--- src/rtl/pq_arb_pkg.sv ---
// Shared types for the priority-queue arbiter: the {key,val} entry and the dequeue FSM states.
package pq_pkg;

    localparam int KEY_WIDTH = 8;
    localparam int VAL_WIDTH = 8;

    typedef struct packed {
        logic [KEY_WIDTH-1:0] key;
        logic [VAL_WIDTH-1:0] val;
    } kv_t;

    typedef enum logic [1:0] {
        IDLE = 2'd0,
        WAIT = 2'd1,
        HOLD = 2'd2
    } deq_state_e;

endpackage

--- src/rtl/pq_arb_if.sv ---
// Bundle of requester, consumer and priority-queue signals around pq_arb.
// The slave modport is the arbiter's view; master is the surrounding environment.
interface pq_arb_if #(
    parameter int NREQ = 4
);
    import pq_pkg::*;

    logic [NREQ-1:0] enq_req;
    kv_t  [NREQ-1:0] enq_kv;
    logic [NREQ-1:0] enq_gnt;

    logic            deq_req;
    logic            deq_valid;
    kv_t             deq_kv;
    logic            deq_ready;

    logic            pq_enq;
    logic            pq_deq;
    kv_t             pq_kvi;
    logic            pq_full;
    logic            pq_empty;
    logic            pq_busy;
    kv_t             pq_kvo;

    modport slave (
        input  enq_req, enq_kv, deq_req, deq_ready,
        input  pq_full, pq_empty, pq_busy, pq_kvo,
        output enq_gnt, deq_valid, deq_kv, pq_enq, pq_deq, pq_kvi
    );

    modport master (
        output enq_req, enq_kv, deq_req, deq_ready,
        output pq_full, pq_empty, pq_busy, pq_kvo,
        input  enq_gnt, deq_valid, deq_kv, pq_enq, pq_deq, pq_kvi
    );

endinterface

--- src/rtl/pq_arb_rr_arb.sv ---
// Combinational round-robin picker: first set request at or after ptr, wrapping at NREQ.
module rr_arb #(
    parameter  int NREQ = 4,
    localparam int IW   = $clog2(NREQ)
) (
    input  logic [NREQ-1:0] req,
    input  logic [IW-1:0]   ptr,
    output logic [NREQ-1:0] gnt,
    output logic [IW-1:0]   gnt_idx
);

    logic [IW-1:0] j;

    // Scan from the farthest candidate back to ptr so the nearest one is written last.
    always_comb begin
        gnt     = '0;
        gnt_idx = '0;
        j       = '0;
        for (int k = NREQ - 1; k >= 0; k--) begin
            j = IW'((int'(ptr) + k) % NREQ);
            if (req[j]) begin
                gnt     = '0;
                gnt[j]  = 1'b1;
                gnt_idx = j;
            end
        end
    end

endmodule

--- src/rtl/pq_arb.sv ---
// pq_arb: round-robin enqueue arbitration plus a single-outstanding dequeue FSM in front of a priority queue.
// Define PQ_ARB_COMBINE_EN to allow enqueue and dequeue to be issued together in one cycle.
module pq_arb
    import pq_pkg::*;
#(
    parameter int NREQ    = 4,
    parameter int DEQ_LAT = 1
) (
    input  logic    clk,
    input  logic    rst,
    pq_arb_if.slave bus
);

    localparam int         IW       = $clog2(NREQ);
    localparam logic [1:0] LAT_LAST = 2'(DEQ_LAT - 1);

    deq_state_e      state_q, state_d;
    logic [1:0]      cnt_q, cnt_d;
    logic [IW-1:0]   ptr_q, ptr_d;
    logic            last_deq_q, last_deq_d;
    kv_t             deq_kv_q, deq_kv_d;

    logic [NREQ-1:0] rr_gnt;
    logic [IW-1:0]   rr_idx;
    logic            enq_pend;
    logic            enq_elig;
    logic            deq_elig;
    logic            issue_enq;
    logic            issue_deq;

    rr_arb #(.NREQ(NREQ)) u_rr (
        .req     (bus.enq_req),
        .ptr     (ptr_q),
        .gnt     (rr_gnt),
        .gnt_idx (rr_idx)
    );

    // Strobes are combinational, so reset must also mask them directly.
    always_comb begin
        enq_pend  = |bus.enq_req;
        enq_elig  = enq_pend & ~bus.pq_full;
        deq_elig  = bus.deq_req & ~bus.pq_empty & (state_q == IDLE);
        issue_enq = 1'b0;
        issue_deq = 1'b0;
        if (!rst && !bus.pq_busy) begin
`ifdef PQ_ARB_COMBINE_EN
            if (deq_elig && enq_pend) begin
                issue_enq = 1'b1;
                issue_deq = 1'b1;
            end else begin
                issue_enq = enq_elig;
                issue_deq = deq_elig;
            end
`else
            if (enq_elig && deq_elig) begin
                issue_enq = last_deq_q;
                issue_deq = ~last_deq_q;
            end else begin
                issue_enq = enq_elig;
                issue_deq = deq_elig;
            end
`endif
        end
    end

    always_comb begin
        ptr_d      = ptr_q;
        last_deq_d = last_deq_q;
        if (issue_enq) begin
            ptr_d = (rr_idx == IW'(NREQ - 1)) ? '0 : rr_idx + 1'b1;
        end
        if (issue_enq ^ issue_deq) begin
            last_deq_d = issue_deq;
        end
    end

    always_comb begin
        state_d  = state_q;
        cnt_d    = cnt_q;
        deq_kv_d = deq_kv_q;
        case (state_q)
            IDLE: begin
                if (issue_deq) begin
                    state_d = WAIT;
                    cnt_d   = '0;
                end
            end
            WAIT: begin
                if (cnt_q == LAT_LAST) begin
                    state_d  = HOLD;
                    deq_kv_d = bus.pq_kvo;
                end else begin
                    cnt_d = cnt_q + 2'd1;
                end
            end
            HOLD: begin
                if (bus.deq_ready) begin
                    state_d = IDLE;
                end
            end
            default: state_d = IDLE;
        endcase
    end

    always_ff @(posedge clk or posedge rst) begin
        if (rst) begin
            state_q    <= IDLE;
            cnt_q      <= '0;
            ptr_q      <= '0;
            last_deq_q <= 1'b0;
            deq_kv_q   <= '0;
        end else begin
            state_q    <= state_d;
            cnt_q      <= cnt_d;
            ptr_q      <= ptr_d;
            last_deq_q <= last_deq_d;
            deq_kv_q   <= deq_kv_d;
        end
    end

    assign bus.enq_gnt   = issue_enq ? rr_gnt : '0;
    assign bus.pq_enq    = issue_enq;
    assign bus.pq_deq    = issue_deq;
    assign bus.pq_kvi    = bus.enq_kv[rr_idx];
    assign bus.deq_valid = (state_q == HOLD);
    assign bus.deq_kv    = deq_kv_q;

endmodule

--- src/flat_wrapper.sv ---
// flat-port wrapper written by rule: the top's interface ports become plain ports
module pq_arb_flat import pq_pkg::*;
#(
    parameter int NREQ    = 4,
    parameter int DEQ_LAT = 1
)
  (clk, rst, bus_enq_req, bus_enq_kv, bus_deq_req, bus_deq_ready, bus_pq_full, bus_pq_empty, bus_pq_busy, bus_pq_kvo, bus_enq_gnt, bus_deq_valid, bus_deq_kv, bus_pq_enq, bus_pq_deq, bus_pq_kvi);
  pq_arb_if #(.NREQ(NREQ)) bus_i ();
  input  logic clk;
  input  logic rst;
  input wire logic [$bits(bus_i.enq_req)-1:0] bus_enq_req;
  input wire logic [$bits(bus_i.enq_kv)-1:0] bus_enq_kv;
  input wire logic [$bits(bus_i.deq_req)-1:0] bus_deq_req;
  input wire logic [$bits(bus_i.deq_ready)-1:0] bus_deq_ready;
  input wire logic [$bits(bus_i.pq_full)-1:0] bus_pq_full;
  input wire logic [$bits(bus_i.pq_empty)-1:0] bus_pq_empty;
  input wire logic [$bits(bus_i.pq_busy)-1:0] bus_pq_busy;
  input wire logic [$bits(bus_i.pq_kvo)-1:0] bus_pq_kvo;
  output wire logic [$bits(bus_i.enq_gnt)-1:0] bus_enq_gnt;
  output wire logic [$bits(bus_i.deq_valid)-1:0] bus_deq_valid;
  output wire logic [$bits(bus_i.deq_kv)-1:0] bus_deq_kv;
  output wire logic [$bits(bus_i.pq_enq)-1:0] bus_pq_enq;
  output wire logic [$bits(bus_i.pq_deq)-1:0] bus_pq_deq;
  output wire logic [$bits(bus_i.pq_kvi)-1:0] bus_pq_kvi;
  assign bus_i.enq_req = bus_enq_req;
  assign bus_i.enq_kv = bus_enq_kv;
  assign bus_i.deq_req = bus_deq_req;
  assign bus_i.deq_ready = bus_deq_ready;
  assign bus_i.pq_full = bus_pq_full;
  assign bus_i.pq_empty = bus_pq_empty;
  assign bus_i.pq_busy = bus_pq_busy;
  assign bus_i.pq_kvo = bus_pq_kvo;
  assign bus_enq_gnt = bus_i.enq_gnt;
  assign bus_deq_valid = bus_i.deq_valid;
  assign bus_deq_kv = bus_i.deq_kv;
  assign bus_pq_enq = bus_i.pq_enq;
  assign bus_pq_deq = bus_i.pq_deq;
  assign bus_pq_kvi = bus_i.pq_kvi;
  pq_arb #(.NREQ(NREQ), .DEQ_LAT(DEQ_LAT)) u_core (.clk(clk), .rst(rst), .bus(bus_i));
endmodule
--- config.mk ---
export PLATFORM = sky130hd
export DESIGN_NAME = pq_arb_flat
export DESIGN_NICKNAME = d
export VERILOG_FILES = /design/src/rtl/pq_arb_pkg.sv /design/src/rtl/pq_arb_if.sv /design/src/rtl/pq_arb_rr_arb.sv /design/src/rtl/pq_arb.sv /design/src/flat_wrapper.sv
export SDC_FILE = /design/constraint.sdc
export NUM_CORES = 1
export LEC_CHECK = 0
export ABC_AREA = 1
export CAP_MARGIN = 40
export CELL_PAD_IN_SITES_DETAIL_PLACEMENT = 1
export CELL_PAD_IN_SITES_GLOBAL_PLACEMENT = 1
export CORE_MARGIN = 8
export CORE_UTILIZATION = 23
export DETAILED_ROUTE_END_ITERATION = 8
export MAX_ROUTING_LAYER = met4
export PLACE_DENSITY = 0.88
export SLEW_MARGIN = 5
export SYNTH_ARGS = -nofsm -noshare
export SYNTH_HDL_FRONTEND = slang
export SYNTH_HIERARCHICAL = 1
export SYNTH_SLANG_ARGS = --single-unit
--- constraint.sdc ---
create_clock -name clk -period 3.3 [get_ports clk]
set_input_delay 0.66 -clock clk [delete_from_list [all_inputs] [get_ports clk]]
set_output_delay 0.66 -clock clk [all_outputs]
set_load 0.01 [all_outputs]
==> impl_results.rst, run 1 <==
.. list-table::
   :header-rows: 1

   * - Metric
     - Value
   * - Hold Violations, Final
     - 0
   * - Distinct cell type count of the synthesized netlist
     - 23
   * - Setup violations, final
     - 0
   * - Number of clock buffers inserted by TritonCTS
     - 3
   * - Classification of the worst-slack hold path
     - reg2reg
   * - Data arrival time of the worst path
     - 2.58 ns
   * - List of cells traversed by the critical path
     - clkdlybuf4s50_1 -> inv_1 -> nand2_2 -> nand3_2 -> nand2_4 -> nor2_4 -> o21ai_2 -> o21ai_4 -> inv_2 -> buf_12 -> nor2_1 -> o22ai_1 -> clkdlybuf4s15_2
   * - Slew Limit Fails
     - 0
   * - Result of the run
     - finished, final reports clean
   * - Worst path setup slack after routing
     - 0.0647 ns
   * - Chip width
     - 109 microns
   * - Total number of H-tree levels
     - 1
   * - Post-synthesis simple-gate area fraction
     - 39.7%
   * - Clock tree root driver cell
     - sky130_fd_sc_hd__clkbuf_8
   * - Combinational family with the most area after synthesis
     - simple AND/OR/NAND/NOR gates
   * - Global Route Usage Sum
     - between 15 and 20%
   * - Fraction of layout instances using a drive strength above 1
     - 19.6%
   * - IO Port Bufs
     - 129
   * - Total number of placement rows
     - 33
   * - Standby leakage power
     - about 0.0017 uW
   * - Worst slew margin
     - 52.9%
   * - Maximum vdd drop
     - 0.351 mV
   * - DR DRC count
     - 0
   * - Final estimated routing congestion in global placement
     - 0.807
   * - Initial antenna violation count
     - 0
   * - Number of warning messages in the yosys log
     - 6
   * - Share of the synthesized area in compound gates (AO/OA/AOI/OAI)
     - between 15 and 20%
   * - Critical Path Source Type
     - input port
   * - Wire length reported by the detailed router
     - 9.24 mm
   * - Number of routed nets with antenna violations
     - 0
   * - CP Capture Type
     - output pin
   * - Maximum buffer depth of the clock tree
     - 2
   * - Post-synthesis share of cell area spent on xor and xnor gates
     - 0%
   * - Maximum clock skew at final layout
     - 0.00204 ns
   * - Clock Latency Late Sink
     - 0.26 ns
   * - Max Clk Rate
     - 309 MHz
   * - Maximum number of pins on one net before global-route repair
     - 21
   * - Worst path bufs/invs
     - 5
   * - Unrepaired setup endpoints after global routing
     - yes
   * - Vias in the first global route
     - about 2800
   * - Number of nets at the end of the flow
     - 561
   * - Power density of the placed cells
     - 987 nW/um^2
   * - Minimum period implied by the final worst setup slack
     - 3.24 ns
   * - Synthesized area divided by synthesized cell count
     - 6.42 sq um
   * - Grt ovf
     - 0
   * - Worst EP required
     - 2.64 ns
   * - CTS tree
     - yes
   * - Cell family with the largest share of critical-path delay
     - buffers and inverters
   * - Number of buffers added to fix hold violations after cts
     - 0
   * - Area grow syn2layout
     - 86.0%
   * - Worst setup slack after placement
     - -0.392 ns
   * - Via count of the routed design
     - 2674
   * - Post-Syn Nets
     - 408
   * - DPL Wire Length
     - 7.49 mm
   * - Number of standard cells after synthesis
     - 307
   * - Area share of the leading cell type in the synthesized netlist
     - 29.2%
   * - Floorplan die height
     - 109 microns
   * - Area enclosed by the die boundary
     - 11800 sq um
   * - Number of iterations in the first detailed-routing pass
     - 6
   * - Initial core utilization
     - 23.9%
   * - Number of primary I/O pins
     - 130
   * - Number of max-capacitance violations reported
     - 0
   * - Cell type with the highest aggregate area in the netlist
     - sky130_fd_sc_hd__dfrtp_1
   * - Pin slew with the least headroom to its limit
     - 0.707 ns
   * - Diodes inserted
     - 0
   * - Core Footprint
     - 8260 sq um
   * - Clock slew at reported path FFs
     - 0.08 ns
   * - Part of the cycle the worst path needs
     - 98.0%
   * - Synthesized area
     - 1970 sq um
   * - Multiplexer share of the synthesized area
     - 0%
   * - Fraction of the mapped netlist area in adder cells
     - 6.35%
   * - Cell type of the slowest stage on the worst timing path
     - sky130_fd_sc_hd__clkdlybuf4s50_1
   * - Num Clock Sinks
     - 23
   * - Drt first-iter violations
     - 49
   * - Wire length per cell after detailed routing
     - 16.4 microns
   * - Critical path fanouts, max
     - 20
   * - Critical path class
     - in2out
   * - Top cells by area in the synthesized netlist
     - sky130_fd_sc_hd__dfrtp_1 (29%), sky130_fd_sc_hd__nand2_1 (12%), sky130_fd_sc_hd__nor2_1 (11%), sky130_fd_sc_hd__nand3_1 (8.4%), sky130_fd_sc_hd__o21ai_0 (8.4%)
   * - Slowest stage delay, CP
     - between 0.4 and 0.5 ns
   * - Global-route wire length before repair
     - 14.4 mm
   * - Sequential share of the synthesized area
     - roughly 29%
   * - Vias/cell
     - 4.74
   * - Final cell utilization of the core
     - 44.4%
   * - Total power
     - 3620 uW
   * - Number of filler cells placed in the layout
     - between 1000 and 1500
   * - Flip-flop and latch count after synthesis
     - 23
-- logic make-up (layout without fill, tap and decap cells) --
kind of cell,Yosys count,after routing
AO/OA/AOI/OAI,58,58
adder cells (fa/ha/maj),10,10
buffers and inverters,45,197
flip-flops,23,23
AND/OR/NAND/NOR,171,171
-- state kept, by name, indices dropped and copies added, names as in the netlist --
| signal | flops |
|---|---|
| u_core/bus.deq_kv | 16 |
| u_core/cnt_q | 2 |
| u_core/ptr_q | 2 |
| u_core/state_q | 2 |
| u_core/last_deq_q | 1 |
-- layout make-up --
| class | count | area [sq um] | area share [%] |
|---|---|---|---|
| clock buffers | 4 | 45.0 | 1.23 |
| multi-input cells | 239 | 1280 | 35.0 |
| well taps | 105 | 131 | 3.58 |
| flip-flops and latches | 23 | 576 | 15.7 |
| inverters | 33 | 126 | 3.44 |
| repair buffers | 160 | 1510 | 41.0 |
-- cell usage after synthesis, drive strengths merged --
| cell | n |
|---|---|
| nor2 | 59 |
| a21oi | 5 |
| nand3 | 37 |
| dfrtp | 23 |
| o22ai | 16 |
| o21ai | 36 |
| nand2 | 71 |
| inv | 33 |
| o31ai | 1 |
| or2 | 4 |
| ha | 10 |
| clkbuf | 8 |
| buf | 4 |
-- layout by cell type (no fill, tap or decap), types with 9 or more instances in the layout --
| master | instances |
|---|---|
| sky130_fd_sc_hd__clkbuf_2 | 10 |
| sky130_fd_sc_hd__ha_1 | 10 |
| sky130_fd_sc_hd__inv_1 | 23 |
| sky130_fd_sc_hd__inv_2 | 9 |
| sky130_fd_sc_hd__dfrtp_1 | 23 |
| sky130_fd_sc_hd__o21ai_0 | 16 |
| sky130_fd_sc_hd__buf_4 | 22 |
| sky130_fd_sc_hd__nand2_2 | 10 |
| sky130_fd_sc_hd__nor2_1 | 57 |
| sky130_fd_sc_hd__nand2_1 | 56 |
| sky130_fd_sc_hd__nand3_1 | 33 |
| sky130_fd_sc_hd__o22ai_1 | 16 |
| sky130_fd_sc_hd__clkdlybuf4s50_1 | 107 |
| sky130_fd_sc_hd__o21ai_1 | 14 |
-- metrics by stage --
stage	TNS (ns)	cells	hold slack, ns	instance area, sq um
finish	0	564	0.477	3670
CTS	-0.0312	561	0.486	3650
global placement	-4.77	554	0.454	3540
detailed placement	-5.98	555	0.465	3560
global route	-0.0755	564	0.509	3670
floorplan	0	307	0.475	1970
-- path summary, 6_finish.rpt --
| check | startpoint | endpoint | slack (ns) | depth (start not counted) |
|---|---|---|---|---|
| worst max-delay path | bus_enq_req[1] | bus_pq_kvi[8] | 0.06 | 13 |
| worst min-delay path | u_core/bus.deq_kv[5]$_DFFE_PP0P_ | u_core/bus.deq_kv[5]$_DFFE_PP0P_ | 0.48 | 2 |
| worst max register to register | u_core/ptr_q[1]$_DFFE_PP0P_ | u_core/ptr_q[1]$_DFFE_PP0P_ | 1.11 | 14 |
| worst min register to register | u_core/bus.deq_kv[5]$_DFFE_PP0P_ | u_core/bus.deq_kv[5]$_DFFE_PP0P_ | 0.48 | 2 |
| max in group asynchronous | rst | u_core/bus.deq_kv[5]$_DFFE_PP0P_ | 2.24 | 3 |
| min in group asynchronous | rst | u_core/bus.deq_kv[10]$_DFFE_PP0P_ | 0.67 | 2 |
-- power breakdown --
| group | internal, uW | total, uW | switching (uW) |
|---|---|---|---|
| Combinational | 1360 | 3040 | 1680 |
| Sequential | 362 | 409 | 47.0 |
| Clock | 86.1 | 175 | 88.6 |
-- timing repair --
action	in CTS	in global routing
resized for setup	63	39
endpoints found under the hold margin	0	0
endpoints found under the setup margin	20	16
cloned	0	2
setup buffers	2	1
pin swaps	3	5
-- tightest hold or removal path, delay by kind of cell (launching register included) --
kind,cells,cell delay [ns]
DFF,1,0.35
and+or+nand+nor,2,0.10
-- layer usage --
layer	vias up	track usage, %	part of all wire, %
li1	1301	-	-
met4	0	3.03	1.2
met1	1275	16.7	40
met3	12	3.03	6.3
met5	-	-	0
met2	86	28.9	53
No activity file was read; power rests on OpenSTA's default activity.
==> run 2, diff against run 1 <==
--- a/config.mk
+++ b/config.mk
@@ -9,7 +9,7 @@
 export CAP_MARGIN = 40
 export CELL_PAD_IN_SITES_DETAIL_PLACEMENT = 1
 export CELL_PAD_IN_SITES_GLOBAL_PLACEMENT = 1
-export CORE_MARGIN = 8
+export CORE_MARGIN = 4
 export CORE_UTILIZATION = 23
 export DETAILED_ROUTE_END_ITERATION = 8
 export MAX_ROUTING_LAYER = met4
==> run 2 against run 1 <==
Against the previous run:
- global-route usage rose by 1.9 points
- clock power rose by 2%
- wire length fell by 5.7%
- sequential share of layout area fell by 0.17 points
- critical path depth rose by 1
- final cell count rose by 0.53%
- non-clock buffer count rose by 3
- worst setup slack improved by 0.13 ns
- power rose by 2.5%
==> impl_results.rst, run 2 (synthesized netlist as in run 1, its figures left out) <==
.. list-table::
   :header-rows: 1

   * - Metric
     - Value
   * - Result of the run
     - finished, final reports clean (unchanged)
   * - Vias/cell
     - 4.71 (was 4.74)
   * - Maximum vdd drop
     - 0.516 mV (was 0.351 mV)
   * - Int Pwr
     - 1880 uW (was 1810 uW)
   * - Flop pwr share
     - 11.1% (was 11.3%)
   * - Power density of the placed cells
     - 1000 nW/um^2 (was 987 nW/um^2)
   * - Total number of placement rows
     - 33 (unchanged)
   * - Maximum clock skew at final layout
     - 0.00608 ns (was 0.00204 ns)
   * - Chip width
     - 101 microns (was 109 microns)
   * - Initial core utilization
     - 23.9% (unchanged)
   * - Cell area after layout
     - 3710 sq um (was 3670 sq um)
   * - Minimum period implied by the final worst setup slack
     - 3.10 ns (was 3.24 ns)
   * - Critical Path Source Type
     - flip-flop (was input port)
   * - Number of nets at the end of the flow
     - 564 (was 561)
   * - Classification of the worst-slack hold path
     - reg2reg (unchanged)
   * - Number of max-capacitance violations reported
     - 0 (unchanged)
   * - Max Clk Rate
     - 322 MHz (was 309 MHz)
   * - Final cell utilization of the core
     - 44.9% (was 44.4%)
   * - Worst path setup slack after routing
     - 0.195 ns (was 0.0647 ns)
   * - Part of the cycle the worst path needs
     - 94.1% (was 98.0%)
   * - Diodes inserted
     - 0 (unchanged)
   * - Grt ovf
     - 0 (unchanged)
   * - Number of routed nets with antenna violations
     - 0 (unchanged)
   * - Area enclosed by the die boundary
     - 10100 sq um (was 11800 sq um)
   * - Clock slew at reported path FFs
     - 0.09 ns (was 0.08 ns)
   * - DPL Wire Length
     - 6.83 mm (was 7.49 mm)
   * - CTS tree
     - yes (unchanged)
   * - Unrepaired setup endpoints after global routing
     - no (was yes)
   * - Standard cell area after detailed placement
     - 3580 sq um (was 3560 sq um)
   * - Switching power as a share of total power
     - 49.5% (was 50.1%)
   * - Floorplan die height
     - 101 microns (was 109 microns)
   * - Vias in the first global route
     - 2942 (was 2843)
   * - Pin slew with the least headroom to its limit
     - 0.682 ns (was 0.707 ns)
   * - Maximum number of pins on one net before global-route repair
     - 25 (was 21)
   * - Hold Violations, Final
     - 0 (unchanged)
   * - Sum of negative setup slack
     - 0 ns (unchanged)
   * - Worst slew margin
     - 54.5% (was 52.9%)
   * - Initial antenna violation count
     - 0 (unchanged)
   * - Area grow syn2layout
     - 88.1% (was 86.0%)
   * - Wire length reported by the detailed router
     - 8.71 mm (was 9.24 mm)
   * - Portion of total power attributed to the clock network
     - 4.8% (about the same)
   * - Hold Crit Depth
     - 2 (unchanged)
   * - Drt first-iter violations
     - 47 (was 49)
   * - Num Clock Sinks
     - 23 (unchanged)
   * - Final estimated routing congestion in global placement
     - 0.850 (was 0.807)
   * - Combinational power share
     - 84.1% (was 83.9%)
   * - Number of clock buffers inserted by TritonCTS
     - 3 (unchanged)
   * - Flip-flop count of the largest register, all copies and words added
     - 16 (unchanged)
   * - Global Route Usage Sum
     - 17.5% (was 15.6%)
   * - DR DRC count
     - 0 (unchanged)
   * - Slew Limit Fails
     - 0 (unchanged)
   * - Commonest non-fill, non-tap cells in the layout
     - sky130_fd_sc_hd__clkdlybuf4s50_1 (105), sky130_fd_sc_hd__nand2_1 (57), sky130_fd_sc_hd__nor2_1 (56), sky130_fd_sc_hd__nand3_1 (33), sky130_fd_sc_hd__buf_4 (27) (was sky130_fd_sc_hd__clkdlybuf4s50_1 (107), sky130_fd_sc_hd__nor2_1 (57), sky130_fd_sc_hd__nand2_1 (56), sky130_fd_sc_hd__nand3_1 (33))
   * - Global-route wire length before repair
     - 14.2 mm (was 14.4 mm)
   * - Clock Latency Late Sink
     - 0.26 ns (about the same)
   * - Number of primary I/O pins
     - 130 (unchanged)
   * - Via count of the routed design
     - 2673 (was 2674)
   * - Maximum buffer depth of the clock tree
     - 2 (unchanged)
   * - Setup violations, final
     - 0 (unchanged)
   * - Core Footprint
     - 8260 sq um (unchanged)
   * - Most common cell after layout, fill and taps aside
     - sky130_fd_sc_hd__clkdlybuf4s50_1 (unchanged)
   * - Number of cells on the worst reg-to-reg path
     - 14 (unchanged)
   * - Wire length per cell after detailed routing
     - 15.4 microns (was 16.4 microns)
   * - IO Port Bufs
     - 129 (unchanged)
   * - Number of filler cells placed in the layout
     - 1035 (was 1068)
   * - Number of buffers added to fix hold violations after cts
     - 0 (unchanged)
   * - Standby leakage power
     - 0.00177 uW (was 0.00173 uW)
   * - Fraction of layout instances using a drive strength above 1
     - 20.1% (was 19.6%)
   * - Data arrival time of the worst path
     - 2.44 ns (was 2.58 ns)
   * - Number of iterations in the first detailed-routing pass
     - 4 (was 6)
   * - Critical path class
     - reg2out (was in2out)
   * - Critical path fanouts, max
     - 24 (was 20)
   * - Clock tree root driver cell
     - sky130_fd_sc_hd__clkbuf_8 (unchanged)
   * - Total number of H-tree levels
     - 1 (unchanged)
   * - CP Capture Type
     - output pin (unchanged)
   * - Worst setup slack after placement
     - -0.479 ns (was -0.392 ns)
   * - Net switching power of the design
     - 1840 uW (was 1820 uW)
   * - Worst EP required
     - 2.64 ns (about the same)
run 2: cell count changes in the layout (fill, tap and decap cells not counted), moves of 2 or more:
cell / before / now
sky130_fd_sc_hd__buf_2: 5 / 11
sky130_fd_sc_hd__clkdlybuf4s15_1: 0 / 2
sky130_fd_sc_hd__buf_4: 22 / 27
sky130_fd_sc_hd__clkdlybuf4s15_2: 2 / 0
sky130_fd_sc_hd__clkbuf_2: 10 / 3
sky130_fd_sc_hd__nand2_2: 10 / 8
sky130_fd_sc_hd__clkdlybuf4s50_1: 107 / 105
sky130_fd_sc_hd__dlymetal6s2s_1: 2 / 4
run 2: final timing paths:
check | end | slack [ns] | start
min in group asynchronous | u_core/bus.deq_kv[10]$_DFFE_PP0P_ | 0.72 | rst
worst min-delay path | u_core/bus.deq_kv[8]$_DFFE_PP0P_ | 0.47 | u_core/bus.deq_kv[8]$_DFFE_PP0P_
worst max register to register | u_core/ptr_q[1]$_DFFE_PP0P_ | 1.11 | u_core/ptr_q[0]$_DFFE_PP0P_
worst max-delay path | bus_pq_kvi[5] | 0.20 | u_core/ptr_q[0]$_DFFE_PP0P_
worst min register to register | u_core/bus.deq_kv[8]$_DFFE_PP0P_ | 0.47 | u_core/bus.deq_kv[8]$_DFFE_PP0P_
max in group asynchronous | u_core/bus.deq_kv[15]$_DFFE_PP0P_ | 2.11 | rst
run 2: power groups by stage:
stage	sequential (uW)	combinational, uW	clock (uW)
floorplan	460	1400	0
global placement	411	2910	0
detailed placement	415	3030	0
CTS	413	2990	184
global route	423	3430	199
finish	410	3120	179
run 2: layout make-up:
| class | instances | area, sq um | share of cell area [%] |
|---|---|---|---|
| clock inverter | 1 | 5.00 | 0.135 |
| clock buffer | 3 | 41.3 | 1.11 |
| sequential | 23 | 576 | 15.5 |
| multi-input combinational | 239 | 1300 | 35.1 |
| timing repair buffer | 163 | 1530 | 41.2 |
| tap | 105 | 131 | 3.54 |
| inverter | 33 | 126 | 3.41 |
run 2: metal layers:
layer	track usage [%]	up-vias	routed length (microns)
li1	-	1308	-
met1	20.5	1260	3500
met2	31.2	89	4520
met3	2.77	16	495
met4	4.15	0	193
met5	-	-	0
run 2: metrics by stage:
step / hold slack [ns] / cells / total power (uW)
floorplan: 0.475 / 307 / 1860
global placement: 0.453 / 555 / 3320
detailed placement: 0.458 / 556 / 3440
CTS: 0.479 / 565 / 3590
global route: 0.496 / 567 / 4060
finish: 0.474 / 567 / 3710
run 2: repair_timing:
item	in CTS	in global routing
setup buffers	4	3
resized for setup	75	33
pin swaps	4	8
cloned	1	0
endpoints found under the setup margin	20	16
run 2: critical path, stage by stage (launching register included):
cell and delay (ns):
sky130_fd_sc_hd__dfrtp_1 0.37, sky130_fd_sc_hd__inv_2 0.04, sky130_fd_sc_hd__ha_1 0.35, sky130_fd_sc_hd__inv_1 0.10
sky130_fd_sc_hd__nand3_1 0.10, sky130_fd_sc_hd__nand2_2 0.08, sky130_fd_sc_hd__inv_2 0.05, sky130_fd_sc_hd__nor2_4 0.09
sky130_fd_sc_hd__o21ai_2 0.09, sky130_fd_sc_hd__o21ai_4 0.09, sky130_fd_sc_hd__inv_2 0.07, sky130_fd_sc_hd__buf_12 0.16
sky130_fd_sc_hd__o21ai_0 0.29, sky130_fd_sc_hd__o22ai_2 0.13, sky130_fd_sc_hd__buf_2 0.16
==> run 3, diff against run 2 <==
--- a/config.mk
+++ b/config.mk
@@ -6,14 +6,15 @@
 export NUM_CORES = 1
 export LEC_CHECK = 0
 export ABC_AREA = 1
+export ABC_CLOCK_PERIOD_IN_PS = 3600
 export CAP_MARGIN = 40
 export CELL_PAD_IN_SITES_DETAIL_PLACEMENT = 1
 export CELL_PAD_IN_SITES_GLOBAL_PLACEMENT = 1
 export CORE_MARGIN = 4
-export CORE_UTILIZATION = 23
+export CORE_UTILIZATION = 25
 export DETAILED_ROUTE_END_ITERATION = 8
 export MAX_ROUTING_LAYER = met4
-export PLACE_DENSITY = 0.88
+export PLACE_DENSITY = 0.94
 export SLEW_MARGIN = 5
 export SYNTH_ARGS = -nofsm -noshare
 export SYNTH_HDL_FRONTEND = slang
==> constraint.sdc (replaced) <==
create_clock -name clk -period 3.6 [get_ports clk]
set_input_delay 0.72 -clock clk [delete_from_list [all_inputs] [get_ports clk]]
set_output_delay 0.72 -clock clk [all_outputs]
set_load 0.01 [all_outputs]
==> run 3 against run 2 <==
Against the previous run:
- register-to-register slack improved by 0.28 ns
- first-iteration DRC count up 6.4%
- clock power is 7% lower
- sequential cell count unchanged
- non-clock buffer count fell by 10
- critical path type is now in2out
- largest cell class unchanged
==> impl_results.rst, run 3 (synthesized netlist as in run 1, its figures left out) <==
.. list-table::
   :header-rows: 1

   * - Metric
     - Value
   * - Commonest non-fill, non-tap cells in the layout
     - sky130_fd_sc_hd__clkdlybuf4s50_1 (110), sky130_fd_sc_hd__nand2_1 (62), sky130_fd_sc_hd__nor2_1 (57), sky130_fd_sc_hd__nand3_1 (33), sky130_fd_sc_hd__inv_1 (25) (was sky130_fd_sc_hd__clkdlybuf4s50_1 (105), sky130_fd_sc_hd__nand2_1 (57), sky130_fd_sc_hd__nor2_1 (56), sky130_fd_sc_hd__nand3_1 (33), sky130_fd_sc_hd__buf_4 (27))
   * - Initial core utilization
     - 25.7% (was 23.9%)
   * - Setup violations, final
     - 0 (unchanged)
   * - Area of the multi-input gates
     - 1230 sq um (was 1300 sq um)
   * - Num Clock Sinks
     - 23 (unchanged)
   * - Max Clk Rate
     - 288 MHz
   * - Number of iterations in the first detailed-routing pass
     - 4 (unchanged)
   * - Fraction of layout instances using a drive strength above 1
     - 13.5% (was 20.1%)
   * - Number of routed nets with antenna violations
     - 0 (unchanged)
   * - Total number of H-tree levels
     - 1 (unchanged)
   * - Number of cells on the worst reg-to-reg path
     - 12 (was 14)
   * - Worst setup slack after placement
     - -0.254 ns (was -0.479 ns)
   * - Most common cell after layout, fill and taps aside
     - sky130_fd_sc_hd__clkdlybuf4s50_1 (unchanged)
   * - Grt ovf
     - 0 (unchanged)
   * - Min-Delay Startpoint
     - u_core/bus.deq_kv[2]$_DFFE_PP0P_ (was u_core/bus.deq_kv[8]$_DFFE_PP0P_)
   * - Hold Violations, Final
     - 0 (unchanged)
   * - CP Capture Type
     - output pin (unchanged)
   * - Clock slew at reported path FFs
     - 0.08 ns (was 0.09 ns)
   * - Combinational power share
     - 82.8% (was 84.1%)
   * - DPL Wire Length
     - 6.88 mm (was 6.83 mm)
   * - Worst EP required
     - 2.88 ns (was 2.64 ns)
   * - Worst slew margin
     - 53.4% (was 54.5%)
   * - Clock tree root driver cell
     - sky130_fd_sc_hd__clkbuf_8 (unchanged)
   * - Worst path setup slack after routing
     - 0.130 ns (was 0.195 ns)
   * - CTS tree
     - yes (unchanged)
   * - Number of primary I/O pins
     - 130 (unchanged)
   * - Final estimated routing congestion in global placement
     - 0.835 (was 0.850)
   * - Setup slack, reg-to-reg
     - 1.39 ns (was 1.11 ns)
   * - Result of the run
     - finished, final reports clean (unchanged)
   * - Number of nets at the end of the flow
     - 554 (was 564)
   * - Area of all sequential standard cells
     - 576 sq um (unchanged)
   * - Vias/cell
     - 4.73 (was 4.71)
   * - Via count of the routed design
     - 2621 (was 2673)
   * - Minimum period implied by the final worst setup slack
     - ~3.5 ns
   * - Portion of total power attributed to the clock network
     - 5.2% (was 4.8%)
   * - Total number of placement rows
     - 32 (was 33)
   * - Floorplan die height
     - 96.8 microns (was 101 microns)
   * - Switching power as a share of total power
     - 49.2% (was 49.5%)
   * - Hold Crit Depth
     - 2 (unchanged)
   * - Slew Limit Fails
     - 0 (unchanged)
   * - Number of buffers added to fix hold violations after cts
     - 0 (unchanged)
   * - Standby leakage power
     - 0.00173 uW (was 0.00177 uW)
   * - Vias in the first global route
     - 2950 (was 2942)
   * - Maximum clock skew at final layout
     - 0.00495 ns (was 0.00608 ns)
   * - Crit Reg-Reg Startpoint
     - u_core/ptr_q[0]$_DFFE_PP0P_ (unchanged)
   * - Critical path class
     - in2out (was reg2out)
   * - Critical Path Source Type
     - input port (was flip-flop)
   * - Critical path fanouts, max
     - 10 (was 24)
   * - Area grow syn2layout
     - 83.2% (was 88.1%)
   * - Global-route wire length before repair
     - 14.0 mm (was 14.2 mm)
   * - Chip width
     - 96.8 microns (was 101 microns)
   * - Initial antenna violation count
     - 0 (unchanged)
   * - Net switching power of the design
     - 1560 uW (was 1840 uW)
   * - Min Hold Slack
     - 0.483 ns (was 0.474 ns)
   * - Number of filler cells placed in the layout
     - 973 (was 1035)
   * - Most Used Layer, Global Route
     - met2 (unchanged)
   * - Met1 demand-to-capacity share in global routing
     - 20.3% (was 20.5%)
   * - Clock Latency Late Sink
     - 0.27 ns (was 0.26 ns)
   * - Maximum number of pins on one net before global-route repair
     - 23 (was 25)
   * - Final cell utilization of the core
     - 47.0% (was 44.9%)
   * - Drt first-iter violations
     - 50 (was 47)
   * - Maximum vdd drop
     - 0.386 mV (was 0.516 mV)
   * - DR DRC count
     - 0 (unchanged)
   * - Worst flop-to-flop path endpoint
     - u_core/ptr_q[1]$_DFFE_PP0P_ (unchanged)
   * - Number of max-capacitance violations reported
     - 0 (unchanged)
   * - Part of the cycle the worst path needs
     - 96.4%
   * - Unrepaired setup endpoints after global routing
     - no (unchanged)
   * - Core Footprint
     - 7690 sq um (was 8260 sq um)
   * - IO Port Bufs
     - 129 (unchanged)
   * - Wire length per cell after detailed routing
     - 14.9 microns (was 15.4 microns)
   * - Diodes inserted
     - 0 (unchanged)
   * - Total power
     - 3170 uW (was 3710 uW)
   * - Wire length reported by the detailed router
     - 8.28 mm (was 8.71 mm)
   * - Flop pwr share
     - 11.9% (was 11.1%)
   * - End point of the most critical hold path
     - u_core/bus.deq_kv[2]$_DFFE_PP0P_ (was u_core/bus.deq_kv[8]$_DFFE_PP0P_)
   * - Area enclosed by the die boundary
     - 9370 sq um (was 10100 sq um)
   * - Met3 Use GR
     - 2.67% (was 2.77%)
   * - Cell Count Post-Placement
     - 550 (was 556)
   * - Final cell count without fillers
     - 554 (was 567)
   * - Power density of the placed cells
     - 877 nW/um^2 (was 1000 nW/um^2)
   * - Met2 GRT Util
     - 33.2% (was 31.2%)
   * - Pin slew with the least headroom to its limit
     - 0.699 ns (was 0.682 ns)
   * - Classification of the worst-slack hold path
     - reg2reg (unchanged)
   * - Int Pwr
     - 1610 uW (was 1880 uW)
   * - Data arrival time of the worst path
     - 2.75 ns (was 2.44 ns)
   * - Flip-flop count of the largest register, all copies and words added
     - 16 (unchanged)
   * - Number of clock buffers inserted by TritonCTS
     - 3 (unchanged)
   * - Global Route Usage Sum
     - 18.1% (was 17.5%)
   * - Maximum buffer depth of the clock tree
     - 2 (unchanged)
## run 3: cell count changes in the layout (fill, tap and decap cells not counted), moves of 4 or more
| cell | change |
|---|---|
| sky130_fd_sc_hd__o21ai_0 | +4 |
| sky130_fd_sc_hd__buf_4 | -8 |
| sky130_fd_sc_hd__clkdlybuf4s50_1 | +5 |
| sky130_fd_sc_hd__nand2_2 | -4 |
| sky130_fd_sc_hd__buf_2 | -11 |
| sky130_fd_sc_hd__clkdlybuf4s15_1 | +4 |
| sky130_fd_sc_hd__nand2_1 | +5 |
## run 3: worst max-delay path: stages
cell                              delay, ns
sky130_fd_sc_hd__clkdlybuf4s50_1       0.48
sky130_fd_sc_hd__inv_1                 0.06
sky130_fd_sc_hd__o21ai_2               0.15
sky130_fd_sc_hd__buf_4                 0.14
sky130_fd_sc_hd__nand2_2               0.06
sky130_fd_sc_hd__nand2_4               0.08
sky130_fd_sc_hd__a21oi_1               0.05
sky130_fd_sc_hd__o21ai_2               0.23
sky130_fd_sc_hd__inv_2                 0.09
sky130_fd_sc_hd__buf_4                 0.17
sky130_fd_sc_hd__o21ai_0               0.15
sky130_fd_sc_hd__o22ai_1               0.08
sky130_fd_sc_hd__dlygate4sd2_1         0.28
## run 3: routing by layer
| layer | routed length, microns | part of all wire [%] |
|---|---|---|
| met5 | 0 | 0 |
| met3 | 363 | 4.4 |
| met4 | 140 | 1.7 |
| met2 | 4380 | 53 |
| met1 | 3390 | 41 |
## run 3: power groups by stage
stage               sequential, uW  combinational (uW)  clock, uW
finish                         379                2620        166
global route                   390                2900        184
CTS                            381                2610        168
detailed placement             382                2760          0
global placement               378                2630          0
floorplan                      421                1290          0
## run 3: how the worst max path moves through the flow
stage                                     start             to  slack (ns)  cells past startpoint
floorplan           u_core/ptr_q[0]$_DFFE_PP0P_  bus_pq_kvi[0]        0.56                     12
global placement                 bus_enq_req[2]  bus_pq_kvi[6]        -0.1                     12
detailed placement               bus_enq_req[2]  bus_pq_kvi[5]       -0.25                     12
CTS                              bus_enq_req[2]  bus_pq_kvi[3]       -0.13                     12
global route                     bus_enq_req[2]  bus_pq_kvi[7]       0.001                     13
finish                           bus_enq_req[2]  bus_pq_kvi[2]        0.13                     13
## run 3: final cells by class
cell class | instances | share of cell area (%)
Clock buffer | 3 | 1.14
Multi-Input combinational cell | 239 | 34.1
Clock inverter | 1 | 0.139
Tap cell | 102 | 3.53
Sequential cell | 23 | 15.9
Inverter | 33 | 3.50
Timing Repair Buffer | 153 | 41.6
## run 3: stage by stage
step	TNS (ns)	area, sq um
after floorplan	0	1970
after global placement	-1.20	3540
after detailed placement	-2.96	3570
after CTS	-0.129	3610
after global routing	0	3610
final	0	3610
## run 3: timing repair
| item | 4_1_cts | 5_1_grt |
|---|---|---|
| setup endpoints to repair | 16 | 18 |
| setup buffers | 0 | 0 |
| pin swaps | 0 | 1 |
| resized for setup | 17 | 35 |
